===== config.mk =====
export PLATFORM = sky130hd
export DESIGN_NAME = uart_tx
export DESIGN_NICKNAME = d
export VERILOG_FILES = /design/src/rtl/uart_tx.sv
export SDC_FILE = /design/constraint.sdc
export NUM_CORES = 1
export LEC_CHECK = 0
export ABC_AREA = 0
export CORE_UTILIZATION = 50
export DETAILED_ROUTE_END_ITERATION = 12
export PLACE_DENSITY = 0.82
export REMOVE_ABC_BUFFERS = 1
export SLEW_MARGIN = 20
export SYNTH_ARGS = -nofsm -noshare
export SYNTH_HDL_FRONTEND = slang
export SYNTH_SLANG_ARGS = --single-unit

===== constraint.sdc =====
create_clock -name i_clk -period 2.7 [get_ports i_clk]
set_input_delay 0.405 -clock i_clk [delete_from_list [all_inputs] [get_ports i_clk]]
set_output_delay 0.405 -clock i_clk [all_outputs]
set_load 0.03 [all_outputs]

===== src/rtl/uart_tx.sv =====
// UART transmit serializer draining an upstream FIFO.
// Frame: start, LSB-first data, optional parity, 1 or 2 stop bits.
module uart_tx #(
  parameter int SIZE_DATA = 8,
  parameter int SIZE_DIV  = 16
) (
  input  logic                 i_clk,
  input  logic                 i_rst_n,
  input  logic                 i_en,
  input  logic [SIZE_DIV-1:0]  i_baud_div,
  input  logic                 i_parity_en,
  input  logic                 i_parity_odd,
  input  logic                 i_stop2,
  input  logic                 i_fifo_empty,
  input  logic [SIZE_DATA-1:0] i_fifo_data,
  output logic                 o_fifo_rd,
  output logic                 o_tx,
  output logic                 o_busy,
  output logic                 o_done
);

  localparam int CW = (SIZE_DATA > 1) ? $clog2(SIZE_DATA) : 1;

  localparam logic [CW-1:0] LAST_BIT = CW'(SIZE_DATA - 1);
  localparam logic [CW-1:0] ONE_B    = CW'(1);
  localparam logic [CW-1:0] ZERO_B   = '0;

  localparam logic [SIZE_DIV-1:0] ONE_D = SIZE_DIV'(1);

  localparam logic [2:0] S_IDLE   = 3'd0;
  localparam logic [2:0] S_START  = 3'd1;
  localparam logic [2:0] S_DATA   = 3'd2;
  localparam logic [2:0] S_PARITY = 3'd3;
  localparam logic [2:0] S_STOP   = 3'd4;

  logic [2:0]           state;
  logic [SIZE_DIV-1:0]  baud_cnt;
  logic [SIZE_DIV-1:0]  div_q;
  logic [CW-1:0]        bit_cnt;
  logic [SIZE_DATA-1:0] shift;
  logic [SIZE_DATA-1:0] shift_nx;
  logic                 par_en_q;
  logic                 stop2_q;
  logic                 par_q;
  logic                 tx_q;

  logic                 bit_end;
  logic                 last_stop;
  logic                 launch;

  // Bit boundaries and the frame-end decode from registered state only.
  always_comb begin
    bit_end   = (state != S_IDLE) && (baud_cnt == '0);
    last_stop = (state == S_STOP) && bit_end &&
                (bit_cnt == (stop2_q ? ONE_B : ZERO_B));
    launch    = i_en && !i_fifo_empty &&
                ((state == S_IDLE) || last_stop);
    shift_nx  = shift >> 1;
  end

  assign o_fifo_rd = launch && i_rst_n;
  assign o_done    = last_stop;
  assign o_busy    = (state != S_IDLE);
  assign o_tx      = tx_q;

  // Frame sequencer: launch, per-bit countdown, state advance, line drive.
  always_ff @(posedge i_clk or negedge i_rst_n) begin
    if (!i_rst_n) begin
      state    <= S_IDLE;
      baud_cnt <= '0;
      div_q    <= '0;
      bit_cnt  <= '0;
      shift    <= '0;
      par_en_q <= 1'b0;
      stop2_q  <= 1'b0;
      par_q    <= 1'b0;
      tx_q     <= 1'b1;
    end else if (launch) begin
      shift    <= i_fifo_data;
      div_q    <= i_baud_div;
      par_en_q <= i_parity_en;
      stop2_q  <= i_stop2;
      par_q    <= (^i_fifo_data) ^ i_parity_odd;
      baud_cnt <= i_baud_div;
      bit_cnt  <= '0;
      state    <= S_START;
      tx_q     <= 1'b0;
    end else if (state == S_IDLE) begin
      tx_q <= 1'b1;
    end else if (!bit_end) begin
      baud_cnt <= baud_cnt - ONE_D;
    end else begin
      baud_cnt <= div_q;
      unique case (1'b1)
        (state == S_START): begin
          state   <= S_DATA;
          bit_cnt <= '0;
          tx_q    <= shift[0];
        end
        (state == S_DATA): begin
          shift <= shift_nx;
          if (bit_cnt == LAST_BIT) begin
            bit_cnt <= '0;
            if (par_en_q) begin
              state <= S_PARITY;
              tx_q  <= par_q;
            end else begin
              state <= S_STOP;
              tx_q  <= 1'b1;
            end
          end else begin
            bit_cnt <= bit_cnt + ONE_B;
            tx_q    <= shift_nx[0];
          end
        end
        (state == S_PARITY): begin
          state   <= S_STOP;
          bit_cnt <= '0;
          tx_q    <= 1'b1;
        end
        (state == S_STOP): begin
          tx_q <= 1'b1;
          if (last_stop) begin
            state   <= S_IDLE;
            bit_cnt <= '0;
          end else begin
            bit_cnt <= bit_cnt + ONE_B;
          end
        end
        default: begin
          state <= S_IDLE;
          tx_q  <= 1'b1;
        end
      endcase
    end
  end

endmodule


==> key figures, run 1 <==
Yosys
  • Register area share after synthesis: 42.0%
  • Area leader, netlist: dfrtp_1
  • YS warnings: 0
  • Post-synthesis cell type count: 63
  • Number of flops mapped to enable cells by yosys: 0
  • Top cell type's share of synthesized area: 41.2%
  • Yosys reg bits: 50
  • Mapped Area: 2980 um2
  • Dominant synthesized flop cell: dfrtp_1
  • Syn Inst Count: 325
  • Ranking of synthesized cells by area: dfrtp_1, nand2_1, mux2_2
  • Syn avg cell area: 9.17 um2
  • Ys async rst share: 100%

Floorplanning
  • Die ar.: 6270 um2
  • DIE HEIGHT: 79.2 um
  • Core footprint: 5610 um2
  • Die Wd: 79.2 um
  • Top Ports: 35
  • Rows: 27
  • Initial Util: 53.1%

Min path
  • HP Class: input port to asynchronous set/reset pin

Worst setup path
  • R2r setup slk: 0.14 ns
  • Crit Path Class: register to primary output
  • CP Data Required Time: 2.30 ns
  • Max incr delay on CP: 0.43 ns
  • CP endpoint kind: primary output
  • Startpoint type of the worst setup path: register
  • CP Data Arrival Time: 2.16 ns
  • CP max FO: 5
  • Slowest CP cell: dfrtp_1
  • CP Cell Sequence: inv_1 > ha_1 > nor4b_1 > nand4_2 > o22ai_4 > and2_1 > buf_4

STA
  • Final hold violation count: 0
  • Slew @ Worst Pin: 0.633 ns
  • Final WS setup: 0.132 ns
  • Post-route setup TNS: 0 ns
  • Final setup fails: 0
  • Slew margin rel.: 57.8%
  • Worst Skew: 0.00715 ns
  • RSZ-0062 raised after global routing: false
  • Hold slack: 0.265 ns
  • Maximum clock frequency: 0.389 GHz
  • Final period utilization: 95.1%
  • Pins Over Slew Limit: 0
  • Post-layout min period: 2.57 ns

CTS
  • Clock Path Buffers: 2
  • CTS tree: done
  • CTS Hold Bufs: 0
  • H-tree Lvls: 2
  • Sink Count: 50
  • Worst-Skew Late Latency: 0.30 ns
  • Clock-pin slew on the worst setup and hold paths: 0.09 ns
  • CTS root buf: clkbuf_8
  • Num CTS Buffers: 5
  • # resized after CTS: 0
  • Post-CTS Repair Setup Buffers: 4

Layout
  • Commonest non-fill, non-tap cell in the layout: nand2_1
  • Multi-input combinational cell area: 1580 um2
  • Net count, final: 401
  • Finished Layout Cells: 439
  • Syn-to-layout area delta: 19.5%
  • Highest-count cells in the layout ignoring fill and taps: nand2_1, dfrtp_1, clkdlybuf4s50_1
  • Design area: 3560 um2
  • Seq. cell area: 1250 um2
  • Fin util: 63.5%
  • Diodes inserted: 0
  • Layout filler cell count: 517
  • Fraction of layout cells with a size suffix above 1: 15.3%

Route
  • Highest routed layer: met4
  • First-pass iteration count of the detailed router: 4
  • Initial drt markers: 243
  • Final WL: 7100 um
  • M1 wire length: 3060 um
  • Metal2 WL: 3510 um
  • WL/cell: 16.2 um
  • Met3 WL: 455 um
  • Routed Antenna Nets: 0
  • Via-per-instance ratio: 5.86
  • Total vias in the final route: 2,572
  • Drt drc: 0

Placed design
  • Gpl congestion: 0.907
  • Dpl cell area: 3390 um2
  • Dpl cells: 427
  • Pre-CTS setup slack: 0.166 ns
  • IO buf count: 34
  • Final HPWL DP: 4930 um

Power
  • Pwr Density: 853 nW/um2
  • Max VDD drop: 0.453 mV
  • Final Total Pwr: 3.04 mW
  • Leakage power: 1.55 nW

GRT
  • Largest net degree at the start of global routing: 51
  • GRT Total Usage: 25.0%
  • Initial antenna violation count: 0
  • Global route overflow: 0
  • Vias in the first global route: 2,632
  • First-pass GRT wire length: 12,200 um

Outcome
  • Outcome: complete, no violations

Flow run
  • Max-cap violation count: 0
## synth_stat cells, types with 2 or more instances
library cell and instances:
mux2_2 16, a22oi_1 6, nor2_1 23, xnor2_1 15, dfrtp_1 49, nand3_1 3, nor4_1 4, o31ai_1 4
ha_1 4, clkbuf_1 2, buf_6 3, o22ai_1 3, a31oi_1 4, nor3_1 8, a22o_1 2, inv_1 11
nor2b_1 2, a21boi_0 2, nand2_1 67, a21oi_1 10, a211oi_1 3, buf_2 8, nor3_2 2, o21ai_0 21
and4_1 2, a21o_1 2, nor3b_1 2, o211ai_1 5, nand2b_1 3, nand4_1 3, buf_4 3, or3_1 2
## metal layers
metal,GRT usage (%),up-vias
li1,-,1239
met1,31.9,1239
met2,43.2,88
met3,3.68,6
met4,8.36,0
met5,0,-
## critical path, delay by kind of cell (launching register included)
family | cells | cell delay [ns]
buffers and inverters | 2 | 0.27
DFF | 1 | 0.43
adders and majority gates | 1 | 0.19
and+or+nand+nor | 3 | 0.76
AOI/OAI and AO/OA | 1 | 0.21
## sequential cells by signal, summed over array words and instances (netlist names)
register and count:
state 3, shift 8, baud_cnt 16, par_q 1
o_tx 1, par_en_q 1, bit_cnt 3, div_q 16
stop2_q 1
## layout make-up
type | count | share of cell area [%]
multi-input cells | 247 | 44.3
flip-flops and latches | 50 | 35.2
repair buffers | 51 | 12.9
well taps | 72 | 2.53
clock buffers | 6 | 2.32
clock inverters | 2 | 1.69
inverters | 11 | 1.16
## power breakdown
part	internal (mW)	switching (mW)
combinational	0.528	0.557
sequential	1.03	0.286
clock	0.395	0.247
total	1.95	1.09
## kinds of logic after synthesis
family                   after synthesis  share of synthesized area, %
AND/OR/NAND/NOR                      135                          23.0
AO/OA/AOI/OAI                         75                          17.1
flip-flops                            50                          42.0
buffers and inverters                 28                          5.04
multiplexers                          17                          6.38
XOR/XNOR                              16                          4.70
adder cells (fa/ha/maj)                4                          1.68
## path summary, 6_finish.rpt
path	to	cells after the start	startpoint
worst max-delay path	o_fifo_rd	7	baud_cnt[0]$_DFFE_PN0N_
worst min-delay path	div_q[7]$_DFFE_PN0P_	2	i_rst_n
worst max register to register	shift[3]$_DFFE_PN0P_	8	baud_cnt[0]$_DFFE_PN0N_
worst min register to register	div_q[2]$_DFFE_PN0P_	2	div_q[2]$_DFFE_PN0P_
max in group asynchronous	div_q[3]$_DFFE_PN0P_	2	i_rst_n
min in group i_clk	div_q[2]$_DFFE_PN0P_	2	div_q[2]$_DFFE_PN0P_
Note: power is estimated with default switching activity, not from simulation.
==> run 2: changes to the inputs <==
CTS_CLUSTER_DIAMETER = 80   (was unset)
==> results of run 2 <==
No change in the layout: final DEF, timing and power equal those of run 1.
==> run 3: changes to the inputs <==
MAX_ROUTING_LAYER = met4   (was unset)
==> key figures, run 3 (synthesis results as in run 1) <==
Outcome
  • Outcome: complete, no violations

STA
  • Post-route setup TNS: 0 ns
  • Worst Skew: 0.00835 ns
  • Pins Over Slew Limit: 0
  • Final period utilization: 94.0%
  • Slew @ Worst Pin: 0.640 ns
  • Slew margin rel.: 57.3%
  • Final setup fails: 0
  • Maximum clock frequency: 0.394 GHz
  • Final hold violation count: 0
  • Post-layout min period: 2.54 ns
  • RSZ-0062 raised after global routing: false

Worst setup path
  • CP endpoint kind: primary output
  • Reg2reg path depth: 8
  • CP Data Required Time: 2.30 ns
  • CP Data Arrival Time: 2.13 ns
  • Startpoint type of the worst setup path: register
  • CP max FO: 12
  • Crit Path Class: register to primary output
  • R2r startpoint: baud_cnt[0]$_DFFE_PN0N_
  • Crit path launch: state[0]$_DFFE_PN0P_

Power
  • Switching Fraction: 37.3%
  • Switch Pwr: 1.09 mW
  • Combinational power share: 36.8%
  • Leakage power: 1.53 nW
  • Pwr Density: 832 nW/um2
  • P_int: 1.83 mW
  • Clock share of power: 18.2%
  • Flop pwr share: 45.0%
  • Max VDD drop: 0.387 mV
  • Final Total Pwr: 2.92 mW

CTS
  • CTS Hold Bufs: 0
  • Num CTS Buffers: 5
  • Sink Count: 50
  • CTS root buf: clkbuf_8
  • Clock Path Buffers: 2
  • Clock-pin slew on the worst setup and hold paths: 0.09 ns
  • H-tree Lvls: 2
  • CTS tree: done
  • Worst-Skew Late Latency: 0.31 ns
  • Post-CTS Repair Setup Buffers: 2
  • # resized after CTS: 0

Min path
  • HP Class: input port to asynchronous set/reset pin

Route
  • Final WL: 7110 um
  • Drt drc: 0
  • Routed Antenna Nets: 0
  • Initial drt markers: 216
  • Total vias in the final route: 2,532
  • First-pass iteration count of the detailed router: 4
  • WL/cell: 16.3 um
  • Via-per-instance ratio: 5.79

GRT
  • First-pass GRT wire length: 12,100 um
  • GRT Total Usage: 25.6%
  • Initial antenna violation count: 0
  • Largest net degree at the start of global routing: 51
  • Vias in the first global route: 2,516
  • Global route overflow: 0

Floorplanning
  • Initial Util: 53.1%
  • Rows: 27
  • Top Ports: 35
  • Core footprint: 5610 um2
  • Die ar.: 6270 um2
  • Die Wd: 79.2 um
  • DIE HEIGHT: 79.2 um

Layout
  • Syn-to-layout area delta: 17.8%
  • Commonest non-fill, non-tap cell in the layout: nand2_1
  • Layout filler cell count: 500
  • Diodes inserted: 0
  • Biggest regs: baud_cnt (16), div_q (16), shift (8)
  • Seq. cell area: 1250 um2
  • Highest-count cells in the layout ignoring fill and taps: nand2_1, dfrtp_1, clkdlybuf4s50_1
  • Net count, final: 399
  • Fraction of layout cells with a size suffix above 1: 14.2%
  • Multi-input combinational cell area: 1580 um2

Placed design
  • Gpl congestion: 0.918
  • IO buf count: 34
  • Final HPWL DP: 4990 um

Flow run
  • Max-cap violation count: 0
[run 3: changes by cell type in the layout (fill, tap and decap cells not counted)]
| cell | delta |
|---|---|
| buf_4 | -2 |
| clkbuf_1 | +2 |
| clkbuf_8 | -1 |
| bufinv_16 | -1 |
[run 3: power groups by stage]
stage                     logic (mW)  registers [mW]  clock network, mW
after CTS                       1.08            1.31              0.534
final                           1.08            1.31              0.532
after floorplan                0.781            1.25                  0
after global routing            1.20            1.36              0.564
after global placement          1.02            1.30                  0
after detailed placement        1.07            1.32                  0
[run 3: cell type report]
cell class	count	area share, %
clock buffer	7	2.17
multi-input combinational	247	44.9
inverter	11	1.18
sequential	50	35.7
clock inverter	1	0.856
timing repair buffer	49	12.6
tap	72	2.57
[run 3: worst paths after layout]
kind,endpoint,slack (ns)
min reg2reg,div_q[2]$_DFFE_PN0P_,0.48
min,baud_cnt[10]$_DFFE_PN0N_,0.25
max reg2reg,shift[2]$_DFFE_PN0P_,0.22
max,o_busy,0.16
min in group i_clk,div_q[2]$_DFFE_PN0P_,0.48
max in group asynchronous,div_q[9]$_DFFE_PN0P_,2.00
[run 3: metrics by stage]
stage	utilization, %	setup slack (ns)	std cells	instance area (um2)	hold WS [ns]
finish	62.6	0.162	437	3510	0.253
global route	62.6	0.0420	437	3510	0.312
CTS	62.6	0.162	437	3510	0.288
detailed placement	60.4	0.157	427	3390	0.453
global placement	60.4	0.218	427	3390	0.446
floorplan	-	-0.552	308	2870	0.109
[run 3: worst max-delay path: stages, from the launching register on]
cell and delay [ns]:
dfrtp_1 0.58, nor3_2 0.10, inv_1 0.38, clkdlybuf4s50_1 0.77
[run 3: routing by layer]
metal / GRT usage, % / vias to the layer above / routed length [um]
met2: 42.2 / 71 / 3490
met1: 32.3 / 1214 / 3120
met3: 4.60 / 9 / 432
met4: 7.45 / 0 / 79
li1: - / 1238 / -
met5: - / - / 0
